**src/rtl/br_predict_unit.sv**
```systemverilog
// Branch unit with BTB + 2-bit BHT prediction, execute-side resolve,
// training, registered redirect and performance counters.
module br_predict_unit #(
  parameter int XLEN        = 32,
  parameter int BHT_ENTRIES = 64,
  parameter int BTB_ENTRIES = 16,
  parameter int CNT_INIT    = 1
) (
  input  logic            clk,
  input  logic            rst,
  input  logic [XLEN-1:0] f_pc,
  output logic            pred_taken,
  output logic [XLEN-1:0] pred_target,
  input  logic            ex_valid,
  input  logic            ex_br_sig,
  input  logic [2:0]      ex_br_op,
  input  logic [XLEN-1:0] ex_pc,
  input  logic [XLEN-1:0] ex_imm,
  input  logic [XLEN-1:0] ex_rs1,
  input  logic [XLEN-1:0] ex_rs2,
  input  logic [XLEN-1:0] ex_alu_out,
  input  logic            ex_pred_taken,
  input  logic [XLEN-1:0] ex_pred_target,
  output logic [XLEN-1:0] pc_plus4,
  output logic            redirect_valid,
  output logic [XLEN-1:0] redirect_pc,
  output logic [31:0]     perf_branches,
  output logic [31:0]     perf_mispred
);

  localparam int BHW = $clog2(BHT_ENTRIES);
  localparam int BTW = $clog2(BTB_ENTRIES);
  localparam int TW  = XLEN - BTW - 2;
  localparam logic [XLEN-1:0] FOUR = XLEN'(4);

  localparam logic [2:0] BR_BEQ  = 3'd0;
  localparam logic [2:0] BR_BNE  = 3'd1;
  localparam logic [2:0] BR_BLT  = 3'd2;
  localparam logic [2:0] BR_BGE  = 3'd3;
  localparam logic [2:0] BR_BLTU = 3'd4;
  localparam logic [2:0] BR_BGEU = 3'd5;
  localparam logic [2:0] BR_JALR = 3'd6;
  localparam logic [2:0] BR_JAL  = 3'd7;

  typedef struct packed {
    logic            valid;
    logic [TW-1:0]   tag;
    logic [XLEN-1:0] target;
    logic            is_jump;
  } btb_t;

  btb_t       btb_q [BTB_ENTRIES];
  logic [1:0] bht_q [BHT_ENTRIES];

  logic            redirect_valid_q, redirect_valid_d;
  logic [XLEN-1:0] redirect_pc_q, redirect_pc_d;
  logic [31:0]     perf_br_q, perf_br_d;
  logic [31:0]     perf_mp_q, perf_mp_d;

  // Fetch-side prediction
  logic [BHW-1:0] f_bidx;
  logic [BTW-1:0] f_tidx;
  btb_t           f_ent;
  logic           f_hit;

  assign f_bidx = f_pc[BHW+1:2];
  assign f_tidx = f_pc[BTW+1:2];
  assign f_ent  = btb_q[f_tidx];
  assign f_hit  = f_ent.valid && (f_ent.tag == f_pc[XLEN-1:BTW+2]);

  assign pred_taken  = f_hit && (f_ent.is_jump || bht_q[f_bidx][1]);
  assign pred_target = pred_taken ? f_ent.target : f_pc + FOUR;

  // Execute-side resolve
  logic [BHW-1:0]  e_bidx;
  logic [BTW-1:0]  e_tidx;
  logic [TW-1:0]   e_tag;
  logic [XLEN-1:0] br_tgt;
  logic            is_cond, is_jmp, taken, mispred, alias_hit;
  logic [XLEN-1:0] target;
  logic [1:0]      cnt, cnt_d;

  assign pc_plus4 = ex_pc + FOUR;
  assign br_tgt   = ex_pc + ex_imm;
  assign e_bidx   = ex_pc[BHW+1:2];
  assign e_tidx   = ex_pc[BTW+1:2];
  assign e_tag    = ex_pc[XLEN-1:BTW+2];
  assign cnt      = bht_q[e_bidx];

  always_comb begin
    is_cond = 1'b0;
    is_jmp  = 1'b0;
    taken   = 1'b0;
    target  = pc_plus4;
    if (ex_br_sig) begin
      case (ex_br_op)
        BR_BEQ: begin
          is_cond = 1'b1;
          taken   = ex_rs1 == ex_rs2;
          target  = br_tgt;
        end
        BR_BNE: begin
          is_cond = 1'b1;
          taken   = ex_rs1 != ex_rs2;
          target  = br_tgt;
        end
        BR_BLT: begin
          is_cond = 1'b1;
          taken   = $signed(ex_rs1) < $signed(ex_rs2);
          target  = br_tgt;
        end
        BR_BGE: begin
          is_cond = 1'b1;
          taken   = $signed(ex_rs1) >= $signed(ex_rs2);
          target  = br_tgt;
        end
        BR_BLTU: begin
          is_cond = 1'b1;
          taken   = ex_rs1 < ex_rs2;
          target  = br_tgt;
        end
        BR_BGEU: begin
          is_cond = 1'b1;
          taken   = ex_rs1 >= ex_rs2;
          target  = br_tgt;
        end
        BR_JAL: begin
          is_jmp = 1'b1;
          taken  = 1'b1;
          target = ex_alu_out;
        end
        BR_JALR: begin
          is_jmp = 1'b1;
          taken  = 1'b1;
          target = {ex_alu_out[XLEN-1:1], 1'b0};
        end
        default: ;
      endcase
    end
  end

  assign mispred = ex_valid &&
    ((ex_pred_taken != taken) ||
     (taken && (ex_pred_target != target)));

  // A non-branch that was predicted taken aliased onto a stale BTB entry
  assign alias_hit = !ex_br_sig && ex_pred_taken &&
    btb_q[e_tidx].valid && (btb_q[e_tidx].tag == e_tag);

  always_comb begin
    cnt_d = cnt;
    if (taken) begin
      if (cnt != 2'd3) cnt_d = cnt + 2'd1;
    end else begin
      if (cnt != 2'd0) cnt_d = cnt - 2'd1;
    end
  end

  always_comb begin
    redirect_valid_d = mispred;
    redirect_pc_d    = redirect_pc_q;
    perf_br_d        = perf_br_q;
    perf_mp_d        = perf_mp_q;
    if (mispred) begin
      redirect_pc_d = taken ? target : pc_plus4;
      perf_mp_d     = perf_mp_q + 32'd1;
    end
    if (ex_valid && ex_br_sig) perf_br_d = perf_br_q + 32'd1;
  end

  always_ff @(posedge clk) begin
    if (rst) begin
      for (int i = 0; i < BTB_ENTRIES; i++) btb_q[i].valid <= 1'b0;
      for (int i = 0; i < BHT_ENTRIES; i++) bht_q[i] <= 2'(CNT_INIT);
      redirect_valid_q <= 1'b0;
      redirect_pc_q    <= '0;
      perf_br_q        <= '0;
      perf_mp_q        <= '0;
    end else begin
      redirect_valid_q <= redirect_valid_d;
      redirect_pc_q    <= redirect_pc_d;
      perf_br_q        <= perf_br_d;
      perf_mp_q        <= perf_mp_d;
      if (ex_valid) begin
        if (is_cond) bht_q[e_bidx] <= cnt_d;
        if (taken) begin
          btb_q[e_tidx] <= '{valid: 1'b1, tag: e_tag,
                             target: target, is_jump: is_jmp};
        end else if (alias_hit) begin
          btb_q[e_tidx].valid <= 1'b0;
        end
      end
    end
  end

  assign redirect_valid = redirect_valid_q;
  assign redirect_pc    = redirect_pc_q;
  assign perf_branches  = perf_br_q;
  assign perf_mispred   = perf_mp_q;

endmodule

```
**config.mk**
```make
export PLATFORM = sky130hd
export DESIGN_NAME = br_predict_unit
export DESIGN_NICKNAME = d
export VERILOG_FILES = /design/src/rtl/br_predict_unit.sv
export SDC_FILE = /design/constraint.sdc
export NUM_CORES = 2
export LEC_CHECK = 0
export ABC_AREA = 1
export CELL_PAD_IN_SITES_DETAIL_PLACEMENT = 1
export CELL_PAD_IN_SITES_GLOBAL_PLACEMENT = 2
export CORE_MARGIN = 2
export CORE_UTILIZATION = 34
export CTS_CLUSTER_DIAMETER = 40
export DETAILED_ROUTE_END_ITERATION = 10
export MAX_ROUTING_LAYER = met4
export PLACE_DENSITY_LB_ADDON = 0.2
export SETUP_SLACK_MARGIN = 0.02
export SLEW_MARGIN = 30
export SYNTH_ARGS = -nofsm -noshare
export SYNTH_HDL_FRONTEND = slang
export SYNTH_SLANG_ARGS = --single-unit
```
**constraint.sdc**
```tcl
create_clock -name clk -period 8.7 [get_ports clk]
set_clock_uncertainty 0.1 [all_clocks]
set_input_delay 2.61 -clock clk [delete_from_list [all_inputs] [get_ports clk]]
set_output_delay 2.61 -clock clk [all_outputs]
set_load 0.1 [all_outputs]
```
-- Yosys cells after proc, flatten, opt, wreduce, memory -nomap -nowiden
Memories as Yosys holds them, arrays and structs flattened.
Cells that the tools add are included.
- bits of input ports: 232
- register bits after elaboration: 97
- logic and storage cells: 84
- RAM bits: 1088
- memories: 2
- $lt $le $gt $ge: 4
- add/sub/neg operators: 7
- equal/unequal tests: 14
- reduce and logical (&&, ||, !) cells: 17
- bitwise operators: 1
- muxes and demuxes: 35
- memories (memory ; depth ; width ; rd ports ; clocked after Yosys merged registers in ; wr ports ; RTL line ; source):
    btb_q ; 16 ; 60 ; 2 ; 0 ; 16 ; 52 ; btb_t btb_q [BTB_ENTRIES];
    bht_q ; 64 ; 2 ; 2 ; 0 ; 64 ; 53 ; logic [1:0] bht_q [BHT_ENTRIES];
- operator list (kind ; count):
    2-to-1 mux 32 bit ; 3
    case mux 32 bit (3 select lines) ; 1
    adder 32 x 1 -> 32 bit (second input constant) ; 2
    adder 32 x 3 -> 32 bit (second input constant) ; 2
    greater-or-equal comparator 32 bit ; 2
    less-than comparator 32 bit ; 2
    inequality test 32 bit ; 2
    2-to-1 mux 60 bit ; 1
    OR reduction 60 bit ; 1
    == test 26 bit ; 2
    adder 32 bit ; 1
    == test 32 bit ; 1
    2-to-1 mux 1 bit ; 22
    == test 3 bit (second input constant) ; 4
    2-to-1 mux 2 bit ; 5
    logical AND 1 bit ; 8
    case mux 1 bit (7 select lines) ; 1
    == test 3 x 2 -> 1 bit (second input constant) ; 2
    2-to-1 mux 6 bit ; 1
    OR reduction 6 bit ; 1
    2-to-1 mux 4 bit ; 1
    OR reduction 2 bit ; 2
    == test 3 x 1 -> 1 bit (second input constant) ; 1
    zero test 3 bit ; 1
    8 further kinds ; 9

-- Depth between registers and ports, before layout
- word-level depth: 12
- gate-level depth with buffers: 25
- depth with buffers taken out: 24

-- Worst setup path after synthesis
OpenSTA, ideal clock, no wires.
- path type: input-to-output
- start: in f_pc[2]
- end: out pred_target[26]
- data arrival time: 6621 ps
- stages: 16
- slack: -631 ps
- cells stage by stage: buf_2 > buf_4 > buf_2 > clkbuf_1 > nand2_1 > o211ai_1 > o211ai_1 > nand3_1 > nand3_1 > xor2_1 > nor3_1 > nand2_1 > nor3_1 > nand2_1 > clkbuf_1 > o21ai_0
- word-level cells in the longest chain between the ends: 5
- ends and longest elaborated chain (element ; RTL line ; source):
    start, declared ; 11 ; input logic [XLEN-1:0] f_pc,
    memory read (16 x 60 bit) ; - ;
    == test 26 bit ; 69 ; assign f_hit = f_ent.valid && (f_ent.tag == f_pc[XLEN-1:BTW+2]);
    logical AND 1 bit ; 69 ;
    logical AND 1 bit ; 71 ; assign pred_taken = f_hit && (f_ent.is_jump || bht_q[f_bidx][1]);
    2-to-1 mux 32 bit * ; 72 ; assign pred_target = pred_taken ? f_ent.target : f_pc + FOUR;
    end, declared ; 13 ; output logic [XLEN-1:0] pred_target,
Mark *: on every way between the ends. The rest lies on a longest branch, timed or not.

-- Final worst setup path
- start: in f_pc[2]
- end: out pred_target[30]
Same word-level chain as after synthesis.

==> results.yml <==
min_path:
  min_path_type: "flop to flop"
  holdPathStages: 2
power_and_ir_drop:
  p_total_mw: 16.7
  ir_drop_v: 0.000216
  powerDensity_nw_per_um2: 221
  clkPwrFrac: 0.489
  seqPwrFrac: 0.381
  combPwrFrac: 0.130
  cellLeakagePower_nw: 28.2
  internal_power_mw: 12.1
  switching_power_mw: 4.62
  swShare: 0.276
setup_path:
  path_class: "input port to primary output"
  worst_setup_path_start_kind: "input port"
  reg2reg_depth: 13
  r2r_setup_slack_ps: 5070
  crit_path_max_fanout: 40
  end_kind: "primary output"
  cp_data_arrival_time_ps: 5770
  cp.required_ps: 5990
cells_and_area:
  layoutNonFillerInstCount: 9481
  regArea_sq_um: 34600
  layout.nets: 7258
  area_growth_pct: 26.6
  fin_area_sq_um: 75700
  final_common_cell: "nand2_1"
  layout-drive-gt1-share: 0.112
  multi_input_area_sq_um: 21500
  layout_common_cells: "1301 x nand2_1, 1088 x edfxtp_1, 804 x nor2_1, 648 x o21ai_0, 624 x inv_1"
  fill_cells: 19539
logic_synthesis:
  yosysSeqAreaShare: 0.579
  postSynth.asyncResetShare: 0
  synth.distinct_cells: 63
  synth_edf_count: 1088
  ys_ff_latch: 1185
  synth_fp_nets: 6761
  synth_warnings: 0
  ys.flop_type: "edfxtp_1"
  synthCells: 6458
  syn_area_per_cell_sq_um: 9.26
  synthesis.area_sq_um: 59800
cts:
  cts_buffer_depth: 3
  cts_root_buf: "clkbuf_16"
  clkLatencyLatePin_ps: 860
  path_clk_slew_ps: 40
  htreeDepth: 4
  cts_buffers: 200
  cts_tree: "built"
  cts.sinks: 1185
floorplan:
  core_sq_um: 174000
  std_cell_rows: 153
  die_width_um: 423
  io_pins: 394
  die_height_um: 423
  initial_core_util: 0.343
  dieArea_sq_um: 179000
grt:
  grt_pass1_vias: 53546
  grt_max_degree: 171
  grt_pass1_wl_mm: 382
  track_usage: 0.302
  antenna_found_initial: 34
  grt_overflow: 0
placement:
  numPlacedInstances: 9073
  hpwl_mm: 179
  dpl_cell_area_sq_um: 68500
  gp_congestion: 0.946
  port_buffers: 393
route:
  dr.pass1.iters: 6
  wirelength_mm: 268
  vias: 52581
  antenna_left: 0
  drt-wirelength-per-cell_um: 28.2
  drt_iter0_drc: 5200
  vias_per_cell: 5.55
  drc: 0
sta:
  rsz0062_at_grt: "false"
  hold_viol_final: 0
  slew_headroom: 0.310
  period_minus_slack_ps: 8480
  tightestPinTransition_ps: 1030
  tns_ps: 0
  finalSetupViolations: 0
  drv_slew: 0
  finalCritPeriodShare: 0.974
  fmax_ghz: 0.118
outcome:
  status: "finished, final reports clean"
flow_run:
  max_cap_viol_count: 0
[path summary, 6_finish.rpt]
| path | startpoint | to |
|---|---|---|
| worst max register to register | btb_q[3][54]$_DFFE_PP_ | btb_q[13][59]$_SDFFCE_PN0P_ |
| worst min register to register | perf_branches[28]$_SDFFE_PP0P_ | perf_branches[28]$_SDFFE_PP0P_ |
| worst min-delay path | perf_branches[28]$_SDFFE_PP0P_ | perf_branches[28]$_SDFFE_PP0P_ |
| worst max-delay path | f_pc[2] | pred_target[30] |
[repair_timing]
item                       in CTS  in global routing
setup endpoints to repair      13                 26
gates resized for setup        14                  7
setup buffers                   0                  4
hold buffers                    0                  0
gates cloned                    0                  0
pin swaps                       0                  1
[area by class of cell]
class,count,area share
Multi-Input combinational cell,4257,0.284
Sequential cell,1185,0.457
Antenna cell,31,0.00103
Clock buffer,240,0.0698
Inverter,650,0.0326
Timing Repair Buffer,661,0.0943
Clock inverter,132,0.0223
Tap cell,2325,0.0384
[power by group through the flow]
stage	combinational [mW]	clock, mW	sequential, mW
CTS	2.18	8.26	6.37
detailed placement	2.16	0	6.48
floorplan	1.03	0	6.62
global placement	2.14	0	6.48
finish	2.18	8.18	6.37
global route	2.32	8.51	6.37
[critical path, cell delays in order]
cell      delay, ps
buf_8           180
inv_8           140
buf_12          220
buf_4           160
o21ai_0         150
o22ai_1          90
o211ai_1        320
nand3_1         180
nand2_1         170
nand4_1         130
nor3_1          210
nand3_1         200
nor2_4          150
buf_12          180
nand4_1         110
o21ai_1         180
inv_1           120
buf_12          180
[synth_stat cells, types with 5 or more instances]
cell type	number	share of area
a21o_1	7	0.00088
o211ai_1	63	0.0079
a21oi_2	29	0.0042
o21ai_1	10	0.00084
nor2_4	5	0.00094
nor3_2	5	0.00084
buf_2	93	0.0078
a22o_1	8	0.0012
nand3_1	311	0.026
xor2_1	69	0.010
inv_1	631	0.040
nand4_1	110	0.012
inv_2	14	0.00088
nand3b_1	58	0.0073
buf_1	43	0.0027
clkinv_1	5	0.00031
ha_1	70	0.015
clkbuf_1	212	0.013
o21a_1	8	0.0010
or2_2	8	0.00084
edfxtp_1	1088	0.55
o221ai_1	60	0.0088
o22ai_1	111	0.012
a21oi_1	238	0.020
nor4_1	20	0.0021
xnor2_1	5	0.00073
o21ai_0	655	0.055
a32o_1	8	0.0013
a221oi_1	74	0.011
dfxtp_1	97	0.032
nor2_2	6	0.00063
a211oi_1	6	0.00075
nand2_1	1304	0.082
nor2_1	810	0.051
nand2_2	5	0.00052
buf_4	13	0.0016
a22oi_1	33	0.0041
o2111ai_1	11	0.0016
nor3_1	108	0.0090
[layer usage]
metal / wire length (um) / track usage / up-vias
met3: 18700 / 0.0506 / 415
met5: 0 / - / -
met1: 111000 / 0.380 / 26650
met4: 11000 / 0.117 / 0
met2: 127000 / 0.485 / 1987
li1: - / - / 23529
[logic make-up (layout without fill, tap and decap cells)]
| group | Yosys count | in the layout | share of synthesized area |
|---|---|---|---|
| simple gates | 2770 | 2770 | 0.195 |
| compound gates | 1339 | 1339 | 0.132 |
| flops | 1185 | 1185 | 0.579 |
| buf+inv | 1016 | 1683 | 0.0671 |
| xor+xnor | 75 | 75 | 0.0111 |
| fa+ha+maj | 73 | 73 | 0.0153 |
| other cells | 0 | 31 | 0 |
[registers in the layout, summed over array words and instances (netlist names)]
name and cells:
redirect_valid 1, perf_branches 32, bht_q 128, redirect_pc 32
perf_mispred 32, btb_q 960
[per-stage QoR]
stage,setup WS [ps],utilization,hold slack (ps)
finish,224,0.434,362
global route,53.2,0.434,381
CTS,26.6,0.434,364
detailed placement,-437,0.393,355
global placement,-442,0.393,350
floorplan,-631,-,781
(Power assumes the default switching activity.)
